$ cat src/rtl/universal_register_pkg.sv
// Shared definitions for the universal register: mode field type and mode codes.
package universal_register_pkg;

    typedef logic [2:0] mode_t;

    localparam mode_t MODE_HOLD = 3'd0;
    localparam mode_t MODE_LOAD = 3'd1;
    localparam mode_t MODE_SHL  = 3'd2;
    localparam mode_t MODE_SHR  = 3'd3;
    localparam mode_t MODE_ROL  = 3'd4;
    localparam mode_t MODE_ROR  = 3'd5;
    localparam mode_t MODE_INC  = 3'd6;
    localparam mode_t MODE_DEC  = 3'd7;

endpackage

$ cat src/rtl/universal_register.sv
// WIDTH-bit universal register: load, shift, rotate, up/down count with optional
// saturation, serial I/O and a combinational terminal-count flag.
module universal_register
    import universal_register_pkg::*;
#(
    parameter int               WIDTH     = 4,
    parameter logic [WIDTH-1:0] RESET_VAL = '0,
    parameter bit               SATURATE  = 1'b0
) (
    input  logic             CLK,
    input  logic             R,
    input  logic             CLR,
    input  logic             EN,
    input  mode_t            M,
    input  logic [WIDTH-1:0] D,
    input  logic             SIL,
    input  logic             SIR,
    output logic [WIDTH-1:0] Q,
    output logic             SO,
    output logic             TC
);

    localparam logic [WIDTH-1:0] ALL_ONES = '1;
    localparam logic [WIDTH-1:0] ONE      = WIDTH'(1);

    logic [WIDTH-1:0] q_q, q_d;
    logic             so_q, so_d;
    logic             q_at_max, q_at_min;

    assign q_at_max = (q_q == ALL_ONES);
    assign q_at_min = (q_q == '0);

    always_comb begin
        q_d  = q_q;
        so_d = so_q;
        if (CLR) begin
            q_d  = '0;
            so_d = 1'b0;
        end else if (EN) begin
            case (M)
                MODE_HOLD: ;
                MODE_LOAD: q_d = D;
                MODE_SHL: begin
                    q_d  = {q_q[WIDTH-2:0], SIL};
                    so_d = q_q[WIDTH-1];
                end
                MODE_SHR: begin
                    q_d  = {SIR, q_q[WIDTH-1:1]};
                    so_d = q_q[0];
                end
                MODE_ROL: begin
                    q_d  = {q_q[WIDTH-2:0], q_q[WIDTH-1]};
                    so_d = q_q[WIDTH-1];
                end
                MODE_ROR: begin
                    q_d  = {q_q[0], q_q[WIDTH-1:1]};
                    so_d = q_q[0];
                end
                // Saturating counters park at the limit; wrapping ones roll over.
                MODE_INC: begin
                    if (!(SATURATE && q_at_max)) q_d = q_q + ONE;
                end
                MODE_DEC: begin
                    if (!(SATURATE && q_at_min)) q_d = q_q - ONE;
                end
                default: ;
            endcase
        end
    end

    always_ff @(posedge CLK or posedge R) begin
        if (R) begin
            q_q  <= RESET_VAL;
            so_q <= 1'b0;
        end else begin
            q_q  <= q_d;
            so_q <= so_d;
        end
    end

    assign Q  = q_q;
    assign SO = so_q;
    // R gates TC so a zero RESET_VAL cannot flag a terminal count during reset.
    assign TC = ~R & EN & ~CLR &
                (((M == MODE_INC) & q_at_max) | ((M == MODE_DEC) & q_at_min));

endmodule

$ cat config.mk
export PLATFORM = sky130hd
export DESIGN_NAME = universal_register
export DESIGN_NICKNAME = d
export VERILOG_FILES = /design/src/rtl/universal_register_pkg.sv /design/src/rtl/universal_register.sv
export SDC_FILE = /design/constraint.sdc
export NUM_CORES = 1
export LEC_CHECK = 0
export CORE_MARGIN = 2
export CORE_UTILIZATION = 41
export CTS_CLUSTER_DIAMETER = 120
export DETAILED_ROUTE_END_ITERATION = 6
export PLACE_DENSITY = 0.73
export SYNTH_ARGS = -nofsm -noshare
export SYNTH_HDL_FRONTEND = slang
export SYNTH_SLANG_ARGS = --single-unit
export TNS_END_PERCENT = 10
$ cat constraint.sdc
create_clock -name CLK -period 1.83 [get_ports CLK]
set_input_delay 0.4575 -clock CLK [delete_from_list [all_inputs] [get_ports CLK]]
set_output_delay 0.4575 -clock CLK [all_outputs]
set_load 0.01 [all_outputs]
* Word-level counts from Yosys, hierarchy flattened *
Cells that the tools add are included.

storage, ports and cells
  output and inout port bits = 6
  input port bits = 13
  bits in registers = 5
  logic and storage cells = 34

cells by class
  reduce and logical (&&, ||, !) cells = 8
  eq/ne operators = 8
  multiplexer cells = 6
  add/sub/neg operators = 2
  bitwise operators = 8

operators with widths
  operator                                           number
  one-hot mux 4 bit (7 select lines)                 1
  == test 3 bit (second input constant)              4
  two-way mux 4 bit                                  2
  nonzero test 8 bit                                 1
  == test 3 x 2 -> 1 bit (second input constant)     2
  AND 1 bit                                          5
  adder 4 x 1 -> 4 bit (second input constant)       1
  == test 4 bit (second input constant)              1
  logical NOT 4 bit                                  1
  AND reduction 2 bit                                2
  OR reduction 2 bit                                 2
  subtractor 4 x 1 -> 4 bit (second input constant)  1
  == test 3 x 1 -> 1 bit (second input constant)     1
  nonzero test 3 bit                                 1
  two-way mux 1 bit                                  2
  NOT 1 bit                                          2
  one-hot mux 1 bit (2 select lines)                 1
  nonzero test 2 bit                                 1
  OR 1 bit                                           1

* Logic depth before layout (Yosys ltp) *
Gate-level depths: netlist of run 1.

  depth after elaboration = 5
  mapped depth = 8
  gate-level depth less buffers = 7

* Least setup slack after synthesis of run 1 *
No wires, ideal clock.

  path type = reg2out
  from = register q_q[1] (netlist: Q[1])
  to = output port TC
  data arrival time = 1.723 ns
  path buffers = 1
  required time = 1.372 ns
  slack = -0.350 ns
  stages on the path, launching flop included = 5
  cell sequence = dfrtp_1 > buf_6 > or3_1 > or3b_1 > a2111oi_2

on the way
  word-level cells in the longest chain between the ends = 4
  elaborated cells between the ends (all ways) = 6
  those cells by class = eq/ne (1); bitwise (4); reduce/logical (1)

ends and longest elaborated chain
  what                                                line                                                source
  start, declared                                     universal_register.sv:26                            logic [WIDTH-1:0] q_q, q_d;
  start signal, assigned                              universal_register.sv:76                            q_q <= q_d;
  == test 4 bit or logical NOT 4 bit (tied branches)  universal_register.sv:30, universal_register.sv:31
  AND 1 bit                                           universal_register.sv:85                            (((M == MODE_INC) & q_at_max) | ((M == MODE_DEC) & q_at_min));
  OR 1 bit *                                          universal_register.sv:85
  AND 1 bit *                                         universal_register.sv:84                            assign TC = ~R & EN & ~CLR &
  end, declared                                       universal_register.sv:20                            output logic TC

Mark *: on every way between the ends. The rest lies on a longest branch, timed or not.

* Worst setup path in the final report of run 1 *
  from = register q_q[0] (netlist: Q[0])
  to = output port TC

The elaborated chain is that of the path after synthesis.

==> flow_summary.ini, run 1 <==
[outcome]
status = finished with violations
failing_checks = setup timing

[yosys]
synth_top_cells_by_area = dfrtp_1, ha_1, inv_1
ys_types = 40
synth_fp_nets = 91
register_bit_count_reported_by_yosys = 5
sequential_share_of_the_synthesized_area = 0.200
syn-mean-instance-area_sq_um = 8.44
synth_warnings = 0
synth.most_common_cell = inv_1
synth-edff-count = 0
ys_top_cells_by_count = inv_1, nand2_1, a21oi_1, dfrtp_1
async_flop_share = 1.00
dominantRegCellSynth = dfrtp_1
netlist.area_leader.share = 0.200
netlist.top_cell.by_area = dfrtp_1
mapped_cells = 74
mappedNetlistArea_sq_um = 624

[clock_tree]
source_to_sink_clock_delay_at_the_later_pin_of_the_worst_skew_pair_ns = 0.25
clock-root-buffer = clkbuf_4
h-tree-depth = 1
clkSinkCount = 5
ctsLongestPathBuffers = 2
numCtsBuffers = 3
clock_tree_from_tritoncts = yes
post-cts-setup-buffers = 0
clk_pin_slew_ns = 0.05

[timing]
tightest_slew_ns = 0.370
fin_skew_ns = 0.00837
fin_worst_hold_slack_ns = 0.494
max_freq_ghz = 0.425
postLayoutSetupSlackWorst_ns = -0.524
layout_worst_path_cycle_share = 1.29
fin_setup_tns_ns = -0.766
final_hold_viol_count = 0
slew_headroom = 0.754
fin_crit_ns = 2.35
maxSlewViolCount = 0
setup_violations = 2
rsz0062_at_grt = yes

[place]
port_buffers = 18
post-place-ws_ns = -0.868
hpwlAfterDp_um = 1320
routabilityCongestion = 0.800

[cells_and_area]
num_antenna_cells = 0
design.final.nets = 127
flow.area_growth_from_synthesis_pct = 54.1
final_layout_size_suffix_gt1_frac = 0.275
filler_cell_count = 134

[routing]
antenna_left = 0
dr_vias_cell = 5.55
drt_iter0_markers = 26
detail_route.wirelength_um = 1710
dr_total_vias = 694
route.detailed.drc = 0
detail_route.wl_per_cell_um = 13.6
detail_route.first_pass.iterations = 4

[power]
seq_power_share = 0.274
power_switching_share = 0.319
power.static_leakage_nw = 0.429
power_per_cell_area_nw_per_um2 = 461
p_int_mw = 0.302
power_frac_clock = 0.308
p_sw_mw = 0.141
peakVddDrop_v = 0.000425
power.combinational.fraction = 0.418

[critical_path]
critPathKind = flop to primary output
r2r.worst_path.cells = 7
worst_setup_path_start_kind = flop
slowest_stage = dfrtp_2
timing.critical_path.slowest_cell_delay_ns = 0.39
cp.arrival_ns = 1.90
critical_path.cell_chain = or3_4 -> or3b_4 -> a2111oi_4 -> buf_2
worstPathRequired_ns = 1.37
critical_path.endpoint_type = primary output
cp_max_fo = 2

[global_routing]
first_global_vias = 662
number_of_antenna_violations_at_the_first_check_in_global_routing = 0
wire_length_of_the_first_global_routing_pass_um = 3000
largest_net_degree_at_the_start_of_global_routing = 11
grtUsageTotal = 0.216
grt.overflow.total = 0

[floorplanning]
floorplan.rows = 14
boundaryPins = 19
dieHeight_um = 43.0
fp.dieArea_sq_um = 1850
die_w_um = 43.0
initial_utilization = 0.424
core_sq_um = 1470

[flow_run]
maxCapViolations = 0

[min_path]
timing.hold.worst.class = input pin to asynchronous set/reset pin
critical path: cells and delay by family (launching register included):
kind	cells	cell delay, ns
AOI/OAI and AO/OA	1	0.29
buffers and inverters	1	0.18
DFF	1	0.39
and+or+nand+nor	2	0.78
state kept, by name, summed over array words and instances, names as in the netlist:
name / flops
Q: 4
SO: 1
metal layers:
| metal | routed length [um] | global-route usage | share of wire | vias to the layer above |
|---|---|---|---|---|
| met2 | 855 | 0.367 | 0.50 | 31 |
| li1 | - | - | - | 345 |
| met3 | 119 | 0.0766 | 0.070 | 2 |
| met1 | 723 | 0.273 | 0.42 | 316 |
| met5 | 0 | 0 | 0 | - |
| met4 | 6 | 0.0182 | 0.0035 | 0 |
layout by cell type, fill, tap and decap left out, types with 2 or more instances in the layout:
cell | synthesis | final
nor2_1 | 4 | 4
nor2b_1 | 2 | 2
o211ai_1 | 2 | 2
nand2b_1 | 2 | 2
clkbuf_4 | 0 | 3
inv_1 | 7 | 7
o21ai_0 | 2 | 2
ha_1 | 4 | 4
nand2_1 | 6 | 6
buf_4 | 1 | 13
nand3_1 | 2 | 2
mux2i_1 | 2 | 2
a31oi_1 | 2 | 2
buf_6 | 2 | 3
clkdlybuf4s50_1 | 0 | 14
mux2_2 | 2 | 2
dfrtp_1 | 5 | 4
a21oi_1 | 5 | 5
stage by stage:
step,instances,area (sq um),power [mW],util
finish,125,962,0.443,0.654
global route,125,962,0.475,0.654
CTS,125,966,0.443,0.656
detailed placement,121,931,0.304,0.633
global placement,121,931,0.299,0.633
floorplan,74,641,0.216,-
logic make-up (layout without fill, tap and decap cells):
logic type	after synthesis	in the layout	synth area share
AND/OR/NAND/NOR	25	25	0.230
adder cells (fa/ha/maj)	4	4	0.0802
AO/OA/AOI/OAI	23	23	0.279
buffers and inverters	10	45	0.0902
multiplexers	5	5	0.0922
flip-flops	5	5	0.200
XOR/XNOR	2	2	0.0281
final cells by class:
| class | count | area [sq um] | area share |
|---|---|---|---|
| Tap cell | 16 | 20.0 | 0.0208 |
| Inverter | 7 | 26.3 | 0.0273 |
| Sequential cell | 5 | 126 | 0.131 |
| Multi-Input combinational cell | 59 | 463 | 0.481 |
| Clock buffer | 4 | 26.3 | 0.0273 |
| Timing Repair Buffer | 34 | 300 | 0.312 |
power by group through the flow:
stage          clock network, mW  registers, mW  logic (mW)
5_1_grt                    0.151          0.122       0.202
6_report                   0.137          0.122       0.185
4_1_cts                    0.137          0.122       0.185
3_5_place_dp                   0          0.123       0.181
2_1_floorplan                  0          0.131      0.0848
3_3_place_gp                   0          0.123       0.177
what timing repair did:
action / in CTS / in global routing
endpoints found under the setup margin: 5 / 4
pin swaps: 1 / 0
gates resized for setup: 12 / 2
hold buffers: 0 / 0
final timing paths:
| kind | to | slack, ns | from |
|---|---|---|---|
| worst max-delay path | TC | -0.52 | Q[0] |
| worst min-delay path | Q[3] | 0.49 | R |
| worst max register to register | Q[2] | -0.07 | Q[1] |
| worst min register to register | SO | 0.64 | SO |
| max in group asynchronous | Q[0] | 1.15 | R |
| min in group CLK | SO | 0.64 | SO |
No activity file was read; power rests on OpenSTA's default activity.
==> run 2: changes to the inputs <==
- CORE_UTILIZATION: 41 -> 48
- PLACE_DENSITY: 0.73 -> 0.81
- clock period: 1.83 -> 2.8 ns (I/O delays scaled with it)
==> run 2 against run 1 <==
The run now ends clean. Die area decreased by 13%. Critical path depth unchanged. Via count increased by 1.9%. Global-route usage increased by 5.9 points. Clock-buffer cell count unchanged. Worst setup slack improved by 0.68 ns. Core utilization increased by 17 points. Non-clock buffer count decreased by 1. Critical endpoint unchanged. Highest routed layer unchanged.
==> flow_summary.ini, run 2 (synthesis gave the netlist of run 1 again) <==
[global_routing]
wire_length_of_the_first_global_routing_pass_um = 2750
grtUsageTotal = 0.275
number_of_antenna_violations_at_the_first_check_in_global_routing = 0
largest_net_degree_at_the_start_of_global_routing = 12
first_global_vias = 612
grt.overflow.total = 0

[floorplanning]
boundaryPins = 19
fp.dieArea_sq_um = 1610
die_w_um = 40.1
core_sq_um = 1160
initial_utilization = 0.540
floorplan.rows = 12
dieHeight_um = 40.1

[outcome]
status = finished clean

[min_path]
holdPathStages = 2
hold-path-endpoint = SO
hold_start = SO
timing.hold.worst.class = flop to flop

[place]
hpwlAfterDp_um = 1330
routabilityCongestion = 0.859
port_buffers = 18
place.detailed.instances = 116

[timing]
setup_violations = 0
fin_skew_ns = 0.00233
fin_crit_ns = 2.64
fin_setup_tns_ns = 0
maxSlewViolCount = 0
rsz0062_at_grt = no
max_freq_ghz = 0.378
tightest_slew_ns = 0.391
layout_worst_path_cycle_share = 0.944
slew_headroom = 0.739
fin_worst_hold_slack_ns = 0.665
final_hold_viol_count = 0

[cells_and_area]
flow.area_growth_from_synthesis_pct = 52.1
final_common_cell = clkdlybuf4s50_1
mostFrequentLayoutCells = clkdlybuf4s50_1, buf_4, inv_1
num_antenna_cells = 0
final_layout_size_suffix_gt1_frac = 0.250
design.final.nets = 126
largest_reg_flops = 4
final-instance-count-excl-fill = 122

[routing]
dr_total_vias = 707
detail_route.first_pass.iterations = 4
dr_vias_cell = 5.80
detail_route.wirelength_um = 1790
antenna_left = 0
detail_route.wl_per_cell_um = 14.7
route.detailed.drc = 0
drt_iter0_markers = 33

[power]
peakVddDrop_v = 0.000322
power.static_leakage_nw = 0.430
power_per_cell_area_nw_per_um2 = 303
fin_total_pwr_mw = 0.287

[critical_path]
critical_path.reg2reg.endpoint = Q[2]
critPathKind = input pin to primary output
critical_path.reg2reg.startpoint = Q[1]
r2r.worst_path.cells = 7
cp.arrival_ns = 1.94
timing.reg2reg.setup_slack_ns = 0.90
critical_path.endpoint_type = primary output
cp_max_fo = 2
worst_setup_path_start_kind = input pin
worstPathRequired_ns = 2.10

[flow_run]
maxCapViolations = 0

[clock_tree]
numCtsBuffers = 3
clk_pin_slew_ns = 0.04
cts_hold_buffers = 0
clkSinkCount = 5
source_to_sink_clock_delay_at_the_later_pin_of_the_worst_skew_pair_ns = 0.26
h-tree-depth = 1
clock-root-buffer = clkbuf_4
clock_tree_from_tritoncts = yes
ctsLongestPathBuffers = 2
run 2: changes by cell type in the layout (fill, tap and decap cells not counted), sizes merged:
cell           previous run  this run
dlygate4sd2               1         0
buf                      17        16
clkdlybuf4s50            14        16
clkbuf                    5         4
clkdlybuf4s15             1         0
dlymetal6s2s              0         1
run 2: layout make-up:
| cell class | count | area (sq um) |
|---|---|---|
| Inverter | 7 | 26.3 |
| Clock buffer | 4 | 26.3 |
| Sequential cell | 5 | 125 |
| Tap cell | 14 | 17.5 |
| Fill cell | 83 | 206 |
| Timing Repair Buffer | 33 | 294 |
| Multi-Input combinational cell | 59 | 460 |
run 2: metrics by stage:
step,utilization,instance area [sq um],worst slack (ns)
3_3_place_gp,0.769,890,-0.380
6_report,0.821,950,0.156
4_1_cts,0.788,911,0.0152
3_5_place_dp,0.769,890,-0.398
2_1_floorplan,-,624,0.377
5_1_grt,0.821,950,0.0959
run 2: where the power goes:
group | switching, mW | internal, mW | leakage, nW
clock | 0.0359 | 0.0543 | 0.0150
sequential | 0.00253 | 0.0769 | 0.0681
combinational | 0.0546 | 0.0634 | 0.347
total | 0.0930 | 0.194 | 0.430
run 2: worst max-delay path by stage:
stage,start,depth (start not counted),end
after floorplan,Q[1],4,TC
after CTS,M[0],4,TC
after global routing,EN,4,TC
after detailed placement,M[0],4,TC
after global placement,M[0],4,TC
final,EN,4,TC
run 2: metal layers:
metal,track usage,vias up,wire (um)
met5,0,-,0
met4,0.0776,0,19
met3,0.0667,2,131
met2,0.508,34,922
met1,0.306,330,720
li1,-,341,-
run 2: what timing repair did:
action / 4_1_cts / 5_1_grt
pin swaps: 0 / 2
endpoints found under the setup margin: 1 / 1
gates resized for setup: 4 / 5
setup buffers: 0 / 2
run 2: worst max-delay path, stage by stage:
cell	delay, ns
clkdlybuf4s50_1	0.47
or2b_1	0.29
a2111oi_4	0.29
buf_2	0.19
==> run 3: changes to the inputs <==
- CTS_CLUSTER_DIAMETER: 120 -> not set
==> results of run 3 <==
Same layout as run 2: the final DEF is identical, and so are final timing and power.
